--- config.mk ---
export PLATFORM = sky130hd
export DESIGN_NAME = icache_refill_ctrl_flat
export DESIGN_NICKNAME = d
export VERILOG_FILES = /design/src/rtl/icache_refill_ctrl_if.sv /design/src/rtl/icache_refill_ctrl.sv /design/src/flat_wrapper.sv
export SDC_FILE = /design/constraint.sdc
export NUM_CORES = 1
export LEC_CHECK = 0
export BUFFER_PORTS_ARGS = -buffer_cell sky130_fd_sc_hd__buf_2
export CORE_MARGIN = 8
export CORE_UTILIZATION = 46
export CTS_CLUSTER_SIZE = 16
export DETAILED_ROUTE_END_ITERATION = 10
export PLACE_DENSITY = 0.79
export SYNTH_ARGS = -nofsm -noshare
export SYNTH_HDL_FRONTEND = slang
export SYNTH_SLANG_ARGS = --single-unit
--- constraint.sdc ---
create_clock -name clk -period 2.6 [get_ports clk]
set_input_delay 0.52 -clock clk [delete_from_list [all_inputs] [get_ports clk]]
set_output_delay 0.52 -clock clk [all_outputs]
set_load 0.01 [all_outputs]
--- src/rtl/icache_refill_ctrl_if.sv ---
// rtl/icache_refill_ctrl_if.sv - cache-side and memory-side signal bundle for the I-cache refill controller
interface icache_refill_ctrl_if #(
  parameter int DATA_LENGTH = 32,
  parameter int ADDR_WIDTH  = 32
);
  logic                   flush;
  logic                   miss_detected;
  logic [ADDR_WIDTH-1:0]  miss_addr;
  logic                   refill_valid;
  logic [DATA_LENGTH-1:0] refill_data;
  logic                   refill_complete;
  logic                   busy;
  logic                   mem_req;
  logic [ADDR_WIDTH-1:0]  mem_addr;
  logic                   mem_gnt;
  logic                   mem_rvalid;
  logic [DATA_LENGTH-1:0] mem_rdata;
  logic                   refill_error;

  modport master (
    input  flush, miss_detected, miss_addr, refill_complete, mem_gnt, mem_rvalid, mem_rdata,
    output refill_valid, refill_data, busy, mem_req, mem_addr, refill_error
  );

  modport slave (
    output flush, miss_detected, miss_addr, refill_complete, mem_gnt, mem_rvalid, mem_rdata,
    input  refill_valid, refill_data, busy, mem_req, mem_addr, refill_error
  );
endinterface

--- src/rtl/icache_refill_ctrl.sv ---
// rtl/icache_refill_ctrl.sv - I-cache miss handler: line burst fetch, refill streaming, flush drain
// Optional watchdog enabled by defining ICACHE_REFILL_TIMEOUT_EN.
module icache_refill_ctrl #(
  parameter int DATA_LENGTH    = 32,
  parameter int LINE_SIZE      = 64,
  parameter int ADDR_WIDTH     = 32,
  parameter int TIMEOUT_CYCLES = 1024
) (
  input logic                  clk,
  input logic                  rst,
  icache_refill_ctrl_if.master bus
);
  localparam int WORDS = LINE_SIZE / (DATA_LENGTH / 8);
  localparam int OFFS  = $clog2(LINE_SIZE);
  localparam int CW    = $clog2(WORDS);
  localparam logic [CW-1:0] LAST_BEAT = CW'(WORDS - 1);

  localparam logic [2:0] IDLE      = 3'd0;
  localparam logic [2:0] REQ       = 3'd1;
  localparam logic [2:0] FILL      = 3'd2;
  localparam logic [2:0] WAIT_DONE = 3'd3;
  localparam logic [2:0] DRAIN     = 3'd4;

  logic [2:0]    state;
  logic [CW-1:0] beat_cnt;
  logic          timeout;
  logic          unused_offs;

  assign unused_offs = ^bus.miss_addr[OFFS-1:0];

`ifdef ICACHE_REFILL_TIMEOUT_EN
  localparam int TW = $clog2(TIMEOUT_CYCLES + 1);
  logic [TW-1:0] wd_cnt;
  logic          wd_active;
  logic          progress;

  // Any grant or beat proves the memory side is alive and restarts the window.
  assign wd_active = (state == REQ) || (state == FILL) || (state == DRAIN);
  assign progress  = ((state == REQ) && bus.mem_gnt) ||
                     (((state == FILL) || (state == DRAIN)) && bus.mem_rvalid);
  assign timeout   = wd_active && !progress && (wd_cnt == TW'(TIMEOUT_CYCLES - 1));

  always_ff @(posedge clk or posedge rst) begin
    if (rst) begin
      wd_cnt           <= '0;
      bus.refill_error <= 1'b0;
    end else begin
      if (!wd_active || progress || timeout)
        wd_cnt <= '0;
      else
        wd_cnt <= wd_cnt + 1'b1;
      if (timeout)
        bus.refill_error <= 1'b1;
    end
  end
`else
  logic unused_timeout;
  assign unused_timeout   = (TIMEOUT_CYCLES != 0);
  assign timeout          = 1'b0;
  assign bus.refill_error = 1'b0;
`endif

  always_ff @(posedge clk or posedge rst) begin
    if (rst) begin
      state            <= IDLE;
      beat_cnt         <= '0;
      bus.refill_valid <= 1'b0;
      bus.refill_data  <= '0;
      bus.busy         <= 1'b0;
      bus.mem_req      <= 1'b0;
      bus.mem_addr     <= '0;
    end else begin
      bus.refill_valid <= 1'b0;
      case (state)
        IDLE: begin
          if (bus.miss_detected && !bus.flush) begin
            bus.mem_addr <= {bus.miss_addr[ADDR_WIDTH-1:OFFS], {OFFS{1'b0}}};
            bus.mem_req  <= 1'b1;
            bus.busy     <= 1'b1;
            state        <= REQ;
          end
        end
        REQ: begin
          // A grant wins over a simultaneous flush: the burst is then outstanding.
          if (bus.mem_gnt) begin
            bus.mem_req <= 1'b0;
            state       <= bus.flush ? DRAIN : FILL;
          end else if (bus.flush) begin
            bus.mem_req <= 1'b0;
            bus.busy    <= 1'b0;
            state       <= IDLE;
          end
        end
        FILL: begin
          if (bus.mem_rvalid) begin
            if (!bus.flush) begin
              bus.refill_valid <= 1'b1;
              bus.refill_data  <= bus.mem_rdata;
            end
            if (beat_cnt == LAST_BEAT) begin
              beat_cnt <= '0;
              if (bus.flush) begin
                bus.busy <= 1'b0;
                state    <= IDLE;
              end else begin
                state <= WAIT_DONE;
              end
            end else begin
              beat_cnt <= beat_cnt + 1'b1;
              if (bus.flush)
                state <= DRAIN;
            end
          end else if (bus.flush) begin
            state <= DRAIN;
          end
        end
        WAIT_DONE: begin
          if (bus.flush || bus.refill_complete) begin
            bus.busy <= 1'b0;
            state    <= IDLE;
          end
        end
        DRAIN: begin
          if (bus.mem_rvalid) begin
            if (beat_cnt == LAST_BEAT) begin
              beat_cnt <= '0;
              bus.busy <= 1'b0;
              state    <= IDLE;
            end else begin
              beat_cnt <= beat_cnt + 1'b1;
            end
          end
        end
        default: begin
          state    <= IDLE;
          beat_cnt <= '0;
          bus.busy <= 1'b0;
        end
      endcase

      if (timeout) begin
        state            <= IDLE;
        beat_cnt         <= '0;
        bus.busy         <= 1'b0;
        bus.mem_req      <= 1'b0;
        bus.refill_valid <= 1'b0;
      end
    end
  end
endmodule

--- src/flat_wrapper.sv ---
// flat-port wrapper written by rule: the top's interface ports become plain ports
module icache_refill_ctrl_flat 
#(
  parameter int DATA_LENGTH    = 32,
  parameter int LINE_SIZE      = 64,
  parameter int ADDR_WIDTH     = 32,
  parameter int TIMEOUT_CYCLES = 1024
)
  (clk, rst, bus_flush, bus_miss_detected, bus_miss_addr, bus_refill_complete, bus_mem_gnt, bus_mem_rvalid, bus_mem_rdata, bus_refill_valid, bus_refill_data, bus_busy, bus_mem_req, bus_mem_addr, bus_refill_error);
  icache_refill_ctrl_if #(.DATA_LENGTH(DATA_LENGTH), .ADDR_WIDTH(ADDR_WIDTH)) bus_i ();
  input logic clk;
  input logic rst;
  input wire logic [$bits(bus_i.flush)-1:0] bus_flush;
  input wire logic [$bits(bus_i.miss_detected)-1:0] bus_miss_detected;
  input wire logic [$bits(bus_i.miss_addr)-1:0] bus_miss_addr;
  input wire logic [$bits(bus_i.refill_complete)-1:0] bus_refill_complete;
  input wire logic [$bits(bus_i.mem_gnt)-1:0] bus_mem_gnt;
  input wire logic [$bits(bus_i.mem_rvalid)-1:0] bus_mem_rvalid;
  input wire logic [$bits(bus_i.mem_rdata)-1:0] bus_mem_rdata;
  output wire logic [$bits(bus_i.refill_valid)-1:0] bus_refill_valid;
  output wire logic [$bits(bus_i.refill_data)-1:0] bus_refill_data;
  output wire logic [$bits(bus_i.busy)-1:0] bus_busy;
  output wire logic [$bits(bus_i.mem_req)-1:0] bus_mem_req;
  output wire logic [$bits(bus_i.mem_addr)-1:0] bus_mem_addr;
  output wire logic [$bits(bus_i.refill_error)-1:0] bus_refill_error;
  assign bus_i.flush = bus_flush;
  assign bus_i.miss_detected = bus_miss_detected;
  assign bus_i.miss_addr = bus_miss_addr;
  assign bus_i.refill_complete = bus_refill_complete;
  assign bus_i.mem_gnt = bus_mem_gnt;
  assign bus_i.mem_rvalid = bus_mem_rvalid;
  assign bus_i.mem_rdata = bus_mem_rdata;
  assign bus_refill_valid = bus_i.refill_valid;
  assign bus_refill_data = bus_i.refill_data;
  assign bus_busy = bus_i.busy;
  assign bus_mem_req = bus_i.mem_req;
  assign bus_mem_addr = bus_i.mem_addr;
  assign bus_refill_error = bus_i.refill_error;
  icache_refill_ctrl #(.DATA_LENGTH(DATA_LENGTH), .LINE_SIZE(LINE_SIZE), .ADDR_WIDTH(ADDR_WIDTH), .TIMEOUT_CYCLES(TIMEOUT_CYCLES)) u_core (.clk(clk), .rst(rst), .bus(bus_i));
endmodule
==> results by stage <==
Worst setup path:
- For the worst setup path, the data arrival time is 2.19 ns.
- The cell type group with the largest total delay on the critical path is flip-flops.
- The signal on the critical path passes through nor2b_1, nand2_1, nor3_4, buf_4, mux2_2.
- The highest fanout seen on the critical path is 33.
- Data on the critical path is required at its endpoint by 2.80 ns.
- The count of buffer and inverter cells on the critical path is 1.
- The largest stage delay on the critical path is 0.59 ns.
- The endpoint kind of the worst setup timing path is a flop.
- By startpoint and endpoint, the worst setup path is classified as flop to flop.
- The worst setup path is launched from a flop.
- The master of the slowest instance on the critical path is dfrtp_1.

STA:
- The highest clock rate is 0.503 GHz.
- The final critical path time including I/O delays and setup is 1.99 ns.
- The worst path uses 76.4% of the clock period.
- The final-report setup violation count is 0.
- The count of final hold-check violations is 0.
- The total count of max-transition violations in the final report was 0.
- The final setup skew is 0.00684 ns.
- Setup repair after global routing left no endpoint under its margin.
- The setup TNS is 0 ns.

Routing:
- After detailed routing, the average wire length per cell comes to 15.4 um.
- The number of vias per cell is 4.89.
- The via total after detailed routing is 2,003.
- After detailed routing, the total wire length is 6330 um.
- For this run, design rule violations remaining after detail routing come to 0.
- The count of antenna-violating nets left after detailed routing is 0.
- The total met2 wirelength after detailed routing is 2780 um.
- The detailed router finished its first iteration with 74 violations.
- The first TritonRoute pass finished after 5 iterations.
- The routed metal-1 wirelength is 2580 um.
- The top metal layer carrying routed signals is met4.
- The routed design uses 892 um of met3 wire.

Pwr:
- The switching power is 1.22 mW.
- Registers are responsible for 43.3% of the overall power.
- The cell-internal power is 2.73 mW.
- The power per cell area is 1040 mW/mm2.
- Summed over all cells, the static leakage comes to 2.00 nW.
- The highest ir drop seen on vdd is 565 uV.
- Net switching is 30.9% of the power.
- Combinational cells account for 34.0% of the total power.
- The clock network burns 22.7% of the power.
- The post-route total power is 3.95 mW.

Min path:
- The type of the tightest min-delay check is input port to asynchronous set/reset pin.

Synthesis:
- The number of synthesized flops with an enable pin is 0.
- The number of storage elements in the synthesis netlist is 68.
- Of all flip-flops after synthesis, the portion carrying an async set or reset was 100%.
- Summing every instance area after synthesis gives 0.00294 mm2.
- Synthesis handed over a netlist of 201 instances.
- The per-instance average area after synthesis is 14.6 um2.
- Yosys printed 0 warnings.
- The share of the Yosys chip area taken by registers is 58.0%.
- The most used flip-flop cell after synthesis is dfrtp_1.
- The count of distinct cell types in the synthesized netlist is 36.

GRT:
- The global-route wire length before repair is 10,000 um.
- The number of global-route vias before repair came to 2,109.
- The total overflow left after global routing is 0.
- The maximum number of pins on one net before global-route repair is 56.
- The global router's overall resource usage is 14.1%.
- The initial antenna violation count is 0.

CTS:
- The longest clock path from root to sink contains 2 buffers.
- In this run the clock root is driven by a clkbuf_8.
- TritonCTS built the clock tree.
- The clock input transition at the sequential cells of the worst setup and hold paths is 0.07 ns.
- For the worst-skew pair, the clock arrives at the later sink with an insertion delay of 0.32 ns.
- Post-CTS timing repair inserted 0 buffers for setup.
- The number of hold buffers added after CTS was 0.
- The quantity of gates resized following cts is 0.
- The number of sinks on the clock net is 68.
- The clock tree synthesis step divided the H-tree into 3 levels.
- The clock buffer count from CTS is 9.

Floorplan:
- The initial utilization of the core area, before any placement, comes to 46.8%.
- The die covers 0.00919 mm2.
- In this run the horizontal extent of the chip is 95.9 um.
- The number of cell rows is 29.
- The core region is 0.00628 mm2.
- The die is 95.9 um tall.
- 139 I/O pins were placed.

Placement:
- During placement, the flow inserted port buffers numbering 125.
- The weighted congestion at the end of routability-driven global placement is 0.847.
- Detailed placement ended at an HPWL of 4830 um.

Final layout:
- In the final design database the tool counted 401 nets.
- From synthesis to final layout, the design area changed by 29.1%.
- The final antenna diode count is 0.
- After filler insertion, the fill cell instance count of the layout stands at 515.
- In the final layout, the share of cells above drive strength 1 is 62.2%.

Outcome:
- The run finished with clean final reports.

Flow run:
- The tool flagged a number of max-cap violations equal to 0.
[state kept, by name, summed over array words and instances (netlist names)]
signal / cells
u_core.bus.refill_valid: 1
u_core.bus.mem_req: 1
u_core.bus.busy: 1
u_core.state: 3
u_core.beat_cnt: 4
u_core.bus.mem_addr: 26
u_core.bus.refill_data: 32
[layout by cell type, fill, tap and decap left out, drive strengths merged, types with 2 or more instances in the layout]
cell and n:
a21oi 3, clkbuf 9, nor2b 2, nor2 4, bufinv 2, mux2 59, nor3 3, and4 2
nand2 8, inv 4, buf 127, o21ai 9, nand3 4, conb 7, clkinv 4, and2 2
dfrtp 68
[path summary, 6_finish.rpt]
check | startpoint | endpoint | slack (ns) | depth (start not counted)
min in group clk | bus_mem_rdata[23] | u_core.bus.refill_data[23] | 0.42 | 2
hold / removal | rst | u_core.bus.refill_valid | 0.14 | 2
hold reg to reg | u_core.bus.refill_data[29] | u_core.bus.refill_data[29] | 0.50 | 1
setup / recovery | u_core.state[1] | u_core.bus.refill_data[28] | 0.61 | 5
max in group asynchronous | rst | u_core.bus.mem_addr[9] | 1.86 | 3
setup reg to reg | u_core.state[1] | u_core.bus.refill_data[28] | 0.61 | 5
[cell usage after synthesis, types with 3 or more instances]
cell | n | area, um2
a21oi_1 | 3 | 15.0
buf_4 | 10 | 75.1
buf_6 | 3 | 33.8
dfrtp_1 | 68 | 1700
inv_1 | 4 | 15.0
mux2_2 | 41 | 462
mux2_4 | 18 | 270
nand2_1 | 7 | 26.3
nand3_1 | 4 | 20.0
nor2_1 | 4 | 15.0
o21ai_0 | 9 | 45.0
[power groups by stage]
stage                     registers (mW)  logic [mW]  clock network (mW)
final                               1.71        1.34               0.897
after global routing                1.78        1.47               0.970
after CTS                           1.72        1.38               0.931
after detailed placement            1.72        1.38                   0
after global placement              1.71        1.33                   0
after floorplan                     1.86       0.690                   0
[per-stage QoR]
step                util, %  std cells  cell area (um2)  hold WS (ns)  setup slack (ns)
floorplan                 -        207             2960         0.516             0.368
global placement       57.1        395             3580         0.483             0.693
detailed placement     57.1        395             3580         0.486             0.617
CTS                    60.4        410             3790         0.141             0.591
global route           60.4        410             3790         0.158             0.489
finish                 60.4        410             3790         0.144             0.614
[metal layers]
metal / vias to the layer above / track usage, %
met5: - / 0
met4: 0 / 6.66
met3: 10 / 6.47
met2: 102 / 21.0
met1: 934 / 16.9
li1: 957 / -
[worst reg2reg max path, cell delays in order, from the launching register on]
cell	delay [ns]
dfrtp_1	0.59
nor2b_1	0.24
nand2_1	0.13
nor3_4	0.12
buf_4	0.39
mux2_2	0.41
[cell families (layout without fill, tap and decap cells)]
kind of cell             after synthesis  in the layout  share of synthesized area, %
AO/OA/AOI/OAI                         21             21                          4.56
XOR/XNOR                               1              1                         0.298
adder cells (fa/ha/maj)                1              1                         0.426
buffers and inverters                 20            146                          4.69
flip-flops                            68             68                          58.0
multiplexers                          60             60                          25.7
other                                  1              7                         0.128
AND/OR/NAND/NOR                       29             29                          6.22
[final cells by class]
| cell class | instances | area [um2] | area share, % |
|---|---|---|---|
| Clock inverter | 6 | 80.1 | 2.11 |
| Timing Repair Buffer | 127 | 653 | 17.2 |
| Inverter | 4 | 15.0 | 0.396 |
| Sequential cell | 68 | 1700 | 44.9 |
| Tap cell | 77 | 96.3 | 2.54 |
| Clock buffer | 9 | 124 | 3.27 |
| Multi-Input combinational cell | 119 | 1120 | 29.5 |
No activity file was read; power rests on OpenSTA's default activity.
